File: src/rtl/hazard_step_ctrl_if.sv
// hazard_step_ctrl_if: hazard, forwarding and run-control signals between the pipeline and hazard_step_ctrl
interface hazard_step_ctrl_if #(parameter int ICNT_W = 16);
  logic [4:0] RsD, RtD, RsE, RtE, WriteRegE, WriteRegM, WriteRegW;
  logic RegWriteE, RegWriteM, RegWriteW, MemtoRegE, MemtoRegM, BranchD, PCSrcD;
  logic run_req, halt_req, step_req;
  logic StalIF, StalID, FlushD, FlushE, ForwardAD, ForwardBD, halted;
  logic [1:0] ForwardAE, ForwardBE;
  logic [ICNT_W-1:0] issue_cnt;
  modport master (
    output RsD, RtD, RsE, RtE, WriteRegE, WriteRegM, WriteRegW,
           RegWriteE, RegWriteM, RegWriteW, MemtoRegE, MemtoRegM, BranchD, PCSrcD,
           run_req, halt_req, step_req,
    input  StalIF, StalID, FlushD, FlushE, ForwardAD, ForwardBD, ForwardAE, ForwardBE,
           halted, issue_cnt
  );
  modport slave (
    input  RsD, RtD, RsE, RtE, WriteRegE, WriteRegM, WriteRegW,
           RegWriteE, RegWriteM, RegWriteW, MemtoRegE, MemtoRegM, BranchD, PCSrcD,
           run_req, halt_req, step_req,
    output StalIF, StalID, FlushD, FlushE, ForwardAD, ForwardBD, ForwardAE, ForwardBE,
           halted, issue_cnt
  );
endinterface

File: src/rtl/hazard_step_ctrl.sv
// hazard_step_ctrl: live hazard detection, forwarding select and run/halt/step control for the 5-stage core
module hazard_step_ctrl #(parameter int ICNT_W = 16) (
  input logic clk,
  input logic rst_n,
  hazard_step_ctrl_if.slave bus
);
  typedef enum logic [1:0] {HALTED, RUN, STEP} state_e;
  state_e state_q, state_d;
  logic [ICNT_W-1:0] issue_cnt_q, issue_cnt_d;
  logic m_rs_e, w_rs_e, m_rt_e, w_rt_e, lwstall, branchstall, stall, advance;
  logic e_hits_d, m_hits_d;
  // register 0 is hardwired, so a zero source never matches a producer
  assign m_rs_e = bus.RsE != 5'd0 && bus.RsE == bus.WriteRegM && bus.RegWriteM;
  assign w_rs_e = bus.RsE != 5'd0 && bus.RsE == bus.WriteRegW && bus.RegWriteW;
  assign m_rt_e = bus.RtE != 5'd0 && bus.RtE == bus.WriteRegM && bus.RegWriteM;
  assign w_rt_e = bus.RtE != 5'd0 && bus.RtE == bus.WriteRegW && bus.RegWriteW;
  assign bus.ForwardAE = m_rs_e ? 2'b10 : w_rs_e ? 2'b01 : 2'b00;
  assign bus.ForwardBE = m_rt_e ? 2'b10 : w_rt_e ? 2'b01 : 2'b00;
  assign bus.ForwardAD = bus.RsD != 5'd0 && bus.RsD == bus.WriteRegM && bus.RegWriteM;
  assign bus.ForwardBD = bus.RtD != 5'd0 && bus.RtD == bus.WriteRegM && bus.RegWriteM;
  assign lwstall = bus.MemtoRegE && bus.RtE != 5'd0 && (bus.RtE == bus.RsD || bus.RtE == bus.RtD);
  assign e_hits_d = bus.WriteRegE != 5'd0 && (bus.WriteRegE == bus.RsD || bus.WriteRegE == bus.RtD);
  assign m_hits_d = bus.WriteRegM != 5'd0 && (bus.WriteRegM == bus.RsD || bus.WriteRegM == bus.RtD);
  assign branchstall = bus.BranchD && ((bus.RegWriteE && e_hits_d) || (bus.MemtoRegM && m_hits_d));
  assign stall = lwstall || branchstall;
  always_ff @(posedge clk) begin
    if (!rst_n) begin
      state_q     <= HALTED;
      issue_cnt_q <= '0;
    end else begin
      state_q     <= state_d;
      issue_cnt_q <= issue_cnt_d;
    end
  end
  // halt always wins; a step leaves on its first unstalled cycle
  always_comb begin
    state_d = state_q;
    case (state_q)
      HALTED:  state_d = bus.halt_req ? HALTED : bus.step_req ? STEP : bus.run_req ? RUN : HALTED;
      RUN:     state_d = bus.halt_req ? HALTED : RUN;
      STEP:    state_d = (bus.halt_req || !stall) ? HALTED : STEP;
      default: state_d = HALTED;
    endcase
  end
  always_comb begin
    advance     = (state_q == RUN || state_q == STEP) && !stall;
    issue_cnt_d = advance ? issue_cnt_q + 1'b1 : issue_cnt_q;
  end
  assign bus.StalIF    = advance;
  assign bus.StalID    = advance;
  assign bus.FlushE    = !advance;
  assign bus.FlushD    = bus.PCSrcD && advance;
  assign bus.halted    = state_q == HALTED;
  assign bus.issue_cnt = issue_cnt_q;
endmodule

File: src/flat_wrapper.sv
// flat-port wrapper written by rule: the top's interface ports become plain ports
module hazard_step_ctrl_flat 
#(parameter int ICNT_W = 16)
  (clk, rst_n, bus_RsD, bus_RtD, bus_RsE, bus_RtE, bus_WriteRegE, bus_WriteRegM, bus_WriteRegW, bus_RegWriteE, bus_RegWriteM, bus_RegWriteW, bus_MemtoRegE, bus_MemtoRegM, bus_BranchD, bus_PCSrcD, bus_run_req, bus_halt_req, bus_step_req, bus_StalIF, bus_StalID, bus_FlushD, bus_FlushE, bus_ForwardAD, bus_ForwardBD, bus_ForwardAE, bus_ForwardBE, bus_halted, bus_issue_cnt);
  hazard_step_ctrl_if #(.ICNT_W(ICNT_W)) bus_i ();
  input logic clk;
  input logic rst_n;
  input wire logic [$bits(bus_i.RsD)-1:0] bus_RsD;
  input wire logic [$bits(bus_i.RtD)-1:0] bus_RtD;
  input wire logic [$bits(bus_i.RsE)-1:0] bus_RsE;
  input wire logic [$bits(bus_i.RtE)-1:0] bus_RtE;
  input wire logic [$bits(bus_i.WriteRegE)-1:0] bus_WriteRegE;
  input wire logic [$bits(bus_i.WriteRegM)-1:0] bus_WriteRegM;
  input wire logic [$bits(bus_i.WriteRegW)-1:0] bus_WriteRegW;
  input wire logic [$bits(bus_i.RegWriteE)-1:0] bus_RegWriteE;
  input wire logic [$bits(bus_i.RegWriteM)-1:0] bus_RegWriteM;
  input wire logic [$bits(bus_i.RegWriteW)-1:0] bus_RegWriteW;
  input wire logic [$bits(bus_i.MemtoRegE)-1:0] bus_MemtoRegE;
  input wire logic [$bits(bus_i.MemtoRegM)-1:0] bus_MemtoRegM;
  input wire logic [$bits(bus_i.BranchD)-1:0] bus_BranchD;
  input wire logic [$bits(bus_i.PCSrcD)-1:0] bus_PCSrcD;
  input wire logic [$bits(bus_i.run_req)-1:0] bus_run_req;
  input wire logic [$bits(bus_i.halt_req)-1:0] bus_halt_req;
  input wire logic [$bits(bus_i.step_req)-1:0] bus_step_req;
  output wire logic [$bits(bus_i.StalIF)-1:0] bus_StalIF;
  output wire logic [$bits(bus_i.StalID)-1:0] bus_StalID;
  output wire logic [$bits(bus_i.FlushD)-1:0] bus_FlushD;
  output wire logic [$bits(bus_i.FlushE)-1:0] bus_FlushE;
  output wire logic [$bits(bus_i.ForwardAD)-1:0] bus_ForwardAD;
  output wire logic [$bits(bus_i.ForwardBD)-1:0] bus_ForwardBD;
  output wire logic [$bits(bus_i.ForwardAE)-1:0] bus_ForwardAE;
  output wire logic [$bits(bus_i.ForwardBE)-1:0] bus_ForwardBE;
  output wire logic [$bits(bus_i.halted)-1:0] bus_halted;
  output wire logic [$bits(bus_i.issue_cnt)-1:0] bus_issue_cnt;
  assign bus_i.RsD = bus_RsD;
  assign bus_i.RtD = bus_RtD;
  assign bus_i.RsE = bus_RsE;
  assign bus_i.RtE = bus_RtE;
  assign bus_i.WriteRegE = bus_WriteRegE;
  assign bus_i.WriteRegM = bus_WriteRegM;
  assign bus_i.WriteRegW = bus_WriteRegW;
  assign bus_i.RegWriteE = bus_RegWriteE;
  assign bus_i.RegWriteM = bus_RegWriteM;
  assign bus_i.RegWriteW = bus_RegWriteW;
  assign bus_i.MemtoRegE = bus_MemtoRegE;
  assign bus_i.MemtoRegM = bus_MemtoRegM;
  assign bus_i.BranchD = bus_BranchD;
  assign bus_i.PCSrcD = bus_PCSrcD;
  assign bus_i.run_req = bus_run_req;
  assign bus_i.halt_req = bus_halt_req;
  assign bus_i.step_req = bus_step_req;
  assign bus_StalIF = bus_i.StalIF;
  assign bus_StalID = bus_i.StalID;
  assign bus_FlushD = bus_i.FlushD;
  assign bus_FlushE = bus_i.FlushE;
  assign bus_ForwardAD = bus_i.ForwardAD;
  assign bus_ForwardBD = bus_i.ForwardBD;
  assign bus_ForwardAE = bus_i.ForwardAE;
  assign bus_ForwardBE = bus_i.ForwardBE;
  assign bus_halted = bus_i.halted;
  assign bus_issue_cnt = bus_i.issue_cnt;
  hazard_step_ctrl #(.ICNT_W(ICNT_W)) u_core (.clk(clk), .rst_n(rst_n), .bus(bus_i));
endmodule
File: config.mk
export PLATFORM = sky130hd
export DESIGN_NAME = hazard_step_ctrl_flat
export DESIGN_NICKNAME = d
export VERILOG_FILES = /design/src/rtl/hazard_step_ctrl_if.sv /design/src/rtl/hazard_step_ctrl.sv /design/src/flat_wrapper.sv
export SDC_FILE = /design/constraint.sdc
export NUM_CORES = 1
export LEC_CHECK = 0
export CAP_MARGIN = 40
export CORE_ASPECT_RATIO = 2
export CORE_MARGIN = 10
export CORE_UTILIZATION = 45
export CTS_CLUSTER_DIAMETER = 60
export DETAILED_ROUTE_END_ITERATION = 7
export PLACE_DENSITY = 0.86
export SLEW_MARGIN = 0
export SYNTH_ARGS = -nofsm -noshare
export SYNTH_HDL_FRONTEND = slang
export SYNTH_SLANG_ARGS = --single-unit
File: constraint.sdc
create_clock -name clk -period 5.7 [get_ports clk]
set_input_delay 1.14 -clock clk [delete_from_list [all_inputs] [get_ports clk]]
set_output_delay 1.14 -clock clk [all_outputs]
set_load 0.02 [all_outputs]
==> results of run 1 <==
cells in the final DEF, fill, tap and decap left out, drive strengths merged:
cell and instances:
nor2 9, or4 12, xnor2 30, buf 1
nand4bb 1, a31oi 1, nor3 8, o21ai 9
o41ai 1, o31ai 7, nand2 6, and3 4
xor2 21, nand3 18, or4b 1, nand4 5
or3 8, clkbuf 4, inv 8, a21oi 17
and2 1, nor4 2, dfxtp 18, clkdlybuf4s50 73
o211ai 2, a22oi 1, ha 5
report_power, final:
group          leakage (nW)  internal (mW)  switching (mW)
Sequential            0.145          0.127         0.00186
Clock                0.0288         0.0615          0.0450
Combinational         0.623         0.0623          0.0557
Total                 0.797          0.251           0.102
kinds of logic after synthesis:
| group | synth area share [%] |
|---|---|
| AND/OR/NAND/NOR | 25.9 |
| XOR/XNOR | 27.1 |
| AO/OA/AOI/OAI | 13.7 |
| buffers and inverters | 7.67 |
| flip-flops | 21.9 |
| adder cells (fa/ha/maj) | 3.80 |
area by class of cell:
class / instances / area, sq um
Sequential cell: 18 / 360
Inverter: 8 / 30.0
Fill cell: 317 / 1160
Multi-Input combinational cell: 169 / 1160
Clock buffer: 4 / 55.1
Tap cell: 49 / 61.3
Timing Repair Buffer: 74 / 738
metal layers:
layer / wire [um] / up-vias / track usage, %
met2: 3150 / 83 / 33.1
met1: 1760 / 862 / 13.1
met3: 461 / 20 / 6.15
met5: 0 / - / 0
met4: 269 / 0 / 9.49
li1: - / 879 / -
critical path: cells and delay by family:
family | cells | cell delay (ns)
buffers and inverters | 3 | 1.26
AOI/OAI and AO/OA | 2 | 0.21
and+or+nand+nor | 3 | 1.24
worst max path at each step:
stage | slack (ns) | depth (start not counted) | end | start
global placement | 0.76 | 8 | bus_FlushD | bus_WriteRegM[1]
global route | 0.61 | 8 | bus_FlushD | bus_WriteRegM[1]
finish | 0.72 | 8 | bus_FlushD | bus_WriteRegM[1]
detailed placement | 0.72 | 8 | bus_FlushD | bus_WriteRegM[1]
floorplan | 1.35 | 9 | bus_FlushD | bus_WriteRegM[2]
CTS | 0.72 | 8 | bus_FlushD | bus_WriteRegM[1]
synthesized netlist by cell type, types with 2 or more instances:
cell type and instances:
a21oi_1 17, xor2_1 21, nor2_1 9, o21ai_0 9
ha_1 5, nand2_1 6, o31ai_1 7, xnor2_1 30
clkbuf_1 11, nor4_1 2, or3_1 8, buf_2 2
buf_4 3, nand3_1 18, or4_1 11, and3_1 4
inv_1 8, nor3_1 8, nand4_1 5, buf_6 2
dfxtp_1 18
flip-flops by register name, indices dropped and copies added, names as in the netlist:
name                  count
u_core.bus.issue_cnt     16
u_core.state_q            2
stage by stage:
step | area [sq um] | power [mW]
final | 2410 | 0.353
after global routing | 2410 | 0.366
after CTS | 2410 | 0.351
after detailed placement | 2350 | 0.250
after global placement | 2350 | 0.248
after floorplan | 1650 | 0.193
==> summary.md, run 1 <==
| Metric | Value |
|---|---|
| Run status | finished clean |
| Number of synthesized flops with an enable pin | 0 |
| Clock Latency Late Sink | 0.26 ns |
| Distinct cell type count after synthesis | 30 |
| RSZ-0062 raised after global routing | false |
| CP Class | input port to primary output |
| Slew Viols, Final | 0 |
| Post CTS Setup Buffer Count | 0 |
| Vias/cell | 5.73 |
| Slew headroom | 67.9% |
| Final core area utilization | 67.4% |
| Synth area leader | dfxtp_1 |
| Final Wtd Congestion | 0.932 |
| Chip Width | 62.8 um |
| Area growth, synth to finish | 46.0% |
| Final ANT Viol Nets | 0 |
| CTS Root Buffer Type | clkbuf_8 |
| Syn Area/Cell | 7.74 sq um |
| Fmax | 0.201 GHz |
| Pin count of the biggest net entering global routing | 33 |
| Register bit total from synthesis | 18 |
| Reg-to-reg setup timing slack | 3.49 ns |
| Hold Fails Final Rpt | 0 |
| First-pass DRT Iterations | 4 |
| Drt wl/cell | 17.5 um |
| Max-Cap Viols | 0 |
| CTS tree | built |
| Setup_tns | 0 ns |
| DRT Wirelength | 5.64 mm |
| Lkg Pwr | 0.797 nW |
| YS warnings | 0 |
| Core area | 0.00357 sq mm |
| Port bufs | 73 |
| Worst-margin pin slew | 0.482 ns |
| Die Ht | 106 um |
| Hold WC Path Type | flip-flop to flip-flop |
| Hold_sp | u_core.bus.issue_cnt[15] |
| Crit path time final | 4.98 ns |
| FFs w/ async S/R, synth | 0% |
| Slowest cell on crit path | clkdlybuf4s50_1 |
| Worst Hold Path Cells | 2 |
| H-tree levels | 1 |
| Die area | 0.00663 sq mm |
| CTS clock-pin slew for the worst setup and hold paths | 0.07 ns |
| Global Route Usage Sum | 16.7% |
| Vias | 1844 |
| Critical path cell sequence | clkdlybuf4s50_1, or4_4, o211ai_2, a21oi_1, or4b_1, inv_1, and2_1, clkdlybuf4s50_1 |
| Crit-path max FO | 5 |
| Mapped Cells | 213 |
| Fin nets | 326 |
| WP data arrival | 3.84 ns |
| Initial DRC count | 33 |
| Detailed Place HPWL | 4.81 mm |
| Top_reg_cell synth | dfxtp_1 |
| Mapped Area | 0.00165 sq mm |
| Diode count | 0 |
| Hold buffers post-CTS | 0 |
| R2R Path End | u_core.bus.issue_cnt[8] |
| Drt drc | 0 |
| Synth Net Count | 265 |
| Power Dens Cells | 147 mW/mm^2 |
| Most used cell, CP | clkdlybuf4s50_1 |
| Final Skew | 0.00706 ns |
| Dpl ws | 0.719 ns |
| Top cells by area, synth | dfxtp_1 22%, xnor2_1 16%, xor2_1 11% |
| Wire length of the first global-routing pass | 9.20 mm |
| Initial Utilization | 46.2% |
| CTS sink cnt | 18 |
| Worst hold slack | 0.481 ns |
| Area share of the largest cell type after synthesis | 21.9% |
| Worst R2R Path Depth | 6 |
| Final worst path period share | 87.3% |
| Initial antenna violation count | 0 |
| Reg2reg start | u_core.state_q[0] |
| Startpoint types | input port |
| Maximum vdd drop | 93.6 uV |
| Number of global-route vias before repair | 1992 |
| Sequential share of the synthesized area | 21.9% |
| IO Pins | 74 |
| Hold EP | u_core.bus.issue_cnt[15] |
| Worst setup margin | 0.722 ns |
| Non-filler cells, final | 322 |
| Global route overflow | 0 |
| Max clock buf depth | 2 |
| Fraction of layout cells with a size suffix above 1 | 2.56% |
| Worst stage delay on the critical path | 0.60 ns |
| Total CTS buffers | 3 |
| Data required time of the critical path | 4.56 ns |
| # setup viols final | 0 |
| Capturing element type of the critical path | primary output |
| Post-CTS sizing | 0 |
| Dpl cells | 318 |
| Core Rows | 31 |
(Power assumes the default switching activity.)
==> run 2: changes to the inputs <==
Settings changed: CORE_UTILIZATION 45 to 38, PLACE_DENSITY 0.86 to 0.74.
==> run 2 against run 1 <==
Worst hold slack is essentially flat; critical path depth stayed put; maximum frequency up 0.33%; cell area rose by 0.16%; critical endpoint unchanged; die area is 14% higher.
==> summary.md, run 2 (same netlist as run 1, synthesis figures left out) <==
| Metric | Value |
|---|---|
| Run status | finished clean |
| CTS tree | built |
| Port bufs | 73 (unchanged) |
| CTS clock-pin slew for the worst setup and hold paths | 0.07 ns (about the same) |
| Slew headroom | 66.2% (-1.7 points) |
| Chip Width | 66.6 um (+6.0%) |
| Die Ht | 113 um (+7.1%) |
| WP data arrival | 3.82 ns (-0.02 ns) |
| Vias/cell | 5.47 (-4.4%) |
| Total CTS buffers | 3 (unchanged) |
| Post CTS Setup Buffer Count | 0 (unchanged) |
| CP Class | input port to primary output |
| RSZ-0062 raised after global routing | false |
| Final Skew | 0.00354 ns (-0.00352 ns) |
| Crit path time final | 4.96 ns (-0.0164 ns) |
| Detailed Place HPWL | 4.78 mm (-0.52%) |
| Highest-count cells in the layout ignoring fill and taps | 73 x clkdlybuf4s50_1, 30 x xnor2_1, 21 x xor2_1, 18 x nand3_1, 18 x dfxtp_1 |
| Crit-path max FO | 5 (unchanged) |
| Drt drc | 0 (unchanged) |
| WP buf/inv | 3 (unchanged) |
| CTS sink cnt | 18 (unchanged) |
| Clock Latency Late Sink | 0.26 ns (about the same) |
| Slew Viols, Final | 0 (unchanged) |
| Final ANT Viol Nets | 0 (unchanged) |
| Max clock buf depth | 2 (unchanged) |
| Reg2reg start | u_core.state_q[0] |
| Global route overflow | 0 (unchanged) |
| Overall power | 0.352 mW (-0.32%) |
| Fin nets | 326 (unchanged) |
| Diode count | 0 (unchanged) |
| Initial antenna violation count | 0 (unchanged) |
| Most used cell, CP | clkdlybuf4s50_1 |
| Hold buffers post-CTS | 0 (unchanged) |
| Fraction of layout cells with a size suffix above 1 | 2.56% (unchanged) |
| Initial Utilization | 39.9% (-6.3 points) |
| Maximum vdd drop | 107 uV (+15%) |
| Post-CTS sizing | 0 (unchanged) |
| CP top delay family | buffers and inverters |
| First-pass DRT Iterations | 4 (unchanged) |
| Hold Fails Final Rpt | 0 (unchanged) |
| Lkg Pwr | 0.797 nW (unchanged) |
| Power Dens Cells | 146 mW/mm^2 (-0.47%) |
| Worst stage delay on the critical path | 0.61 ns (about the same) |
| Slowest cell on crit path | or4_4 |
| IO Pins | 74 (unchanged) |
| Initial DRC count | 54 (+64%) |
| CTS Root Buffer Type | clkbuf_8 |
| Vias | 1779 (-3.5%) |
| Dpl cells | 321 (+0.94%) |
| Crit path from | bus_WriteRegM[1] |
| Wire length of the first global-routing pass | 9.01 mm (-2.0%) |
| Hold_sp | u_core.bus.issue_cnt[15] |
| Number of global-route vias before repair | 1882 (-5.5%) |
| Final worst path period share | 87.0% (-0.29 points) |
| Global Route Usage Sum | 15.0% (-1.7 points) |
| Pin count of the biggest net entering global routing | 33 (unchanged) |
| Max-Cap Viols | 0 (unchanged) |
| Startpoint types | input port |
| Worst-margin pin slew | 0.507 ns (+0.0250 ns) |
| DRT Wirelength | 5.54 mm (-1.8%) |
| Core area | 0.00413 sq mm (+16%) |
| Final Wtd Congestion | 0.923 (-0.97%) |
| FILL cells | 396 (+25%) |
| Max reg flops | 16 (unchanged) |
| Data required time of the critical path | 4.56 ns (about the same) |
| Core Rows | 33 (+6.5%) |
| Die area | 0.00753 sq mm (+14%) |
| Hold WC Path Type | flip-flop to flip-flop |
| # setup viols final | 0 (unchanged) |
| Commonest non-fill, non-tap cell in the layout | clkdlybuf4s50_1 |
| Area growth, synth to finish | 46.2% |
| Non-filler cells, final | 325 (+0.93%) |
| Drt wl/cell | 17.0 um (-2.7%) |
| Capturing element type of the critical path | primary output |
| Fmax | 0.202 GHz (+0.33%) |
| Setup_tns | 0 ns (unchanged) |
| H-tree levels | 1 (unchanged) |
| Critical path cell sequence | clkdlybuf4s50_1, or4_4, o211ai_2, a21oi_1, or4b_1, inv_1, and2_1, clkdlybuf4s50_1 |
## run 2: cell type report
| class | instances | area, sq um | share of cell area [%] |
|---|---|---|---|
| Clock buffer | 4 | 55.1 | 2.28 |
| Inverter | 8 | 30.0 | 1.25 |
| Sequential cell | 18 | 360 | 15.0 |
| Tap cell | 52 | 65.1 | 2.70 |
| Multi-Input combinational cell | 169 | 1160 | 48.2 |
| Timing Repair Buffer | 74 | 738 | 30.6 |
## run 2: report_power, final
| group | switching, mW | internal, mW |
|---|---|---|
| logic | 0.0550 | 0.0622 |
| clock network | 0.0446 | 0.0614 |
| registers | 0.00194 | 0.127 |
## run 2: per-stage QoR
stage                     util, %  instance area [sq um]  hold WS (ns)  setup WS [ns]
after global placement       57.0                   2350         0.463          0.770
after floorplan                 -                   1650         0.551           1.35
after CTS                    58.4                   2410         0.486          0.724
after global routing         58.4                   2410         0.508          0.639
after detailed placement     57.0                   2350         0.475          0.722
final                        58.4                   2410         0.481          0.739
## run 2: tightest hold or removal path, stage by stage (launching register included)
cell	delay [ns]
dfxtp_1	0.32
o31ai_1	0.06
a21oi_1	0.05
## run 2: worst paths after layout
path / endpoint / slack [ns] / depth (start not counted)
hold / removal: u_core.bus.issue_cnt[15] / 0.48 / 2
setup reg to reg: u_core.bus.issue_cnt[14] / 3.51 / 6
setup / recovery: bus_FlushD / 0.74 / 8
hold reg to reg: u_core.bus.issue_cnt[15] / 0.48 / 2
## run 2: layer usage
metal	wire, um	up-vias	GRT usage, %
met2	3070	80	28.2
met4	259	0	8.72
li1	-	869	-
met3	517	18	4.84
met1	1690	812	12.6
met5	0	-	0
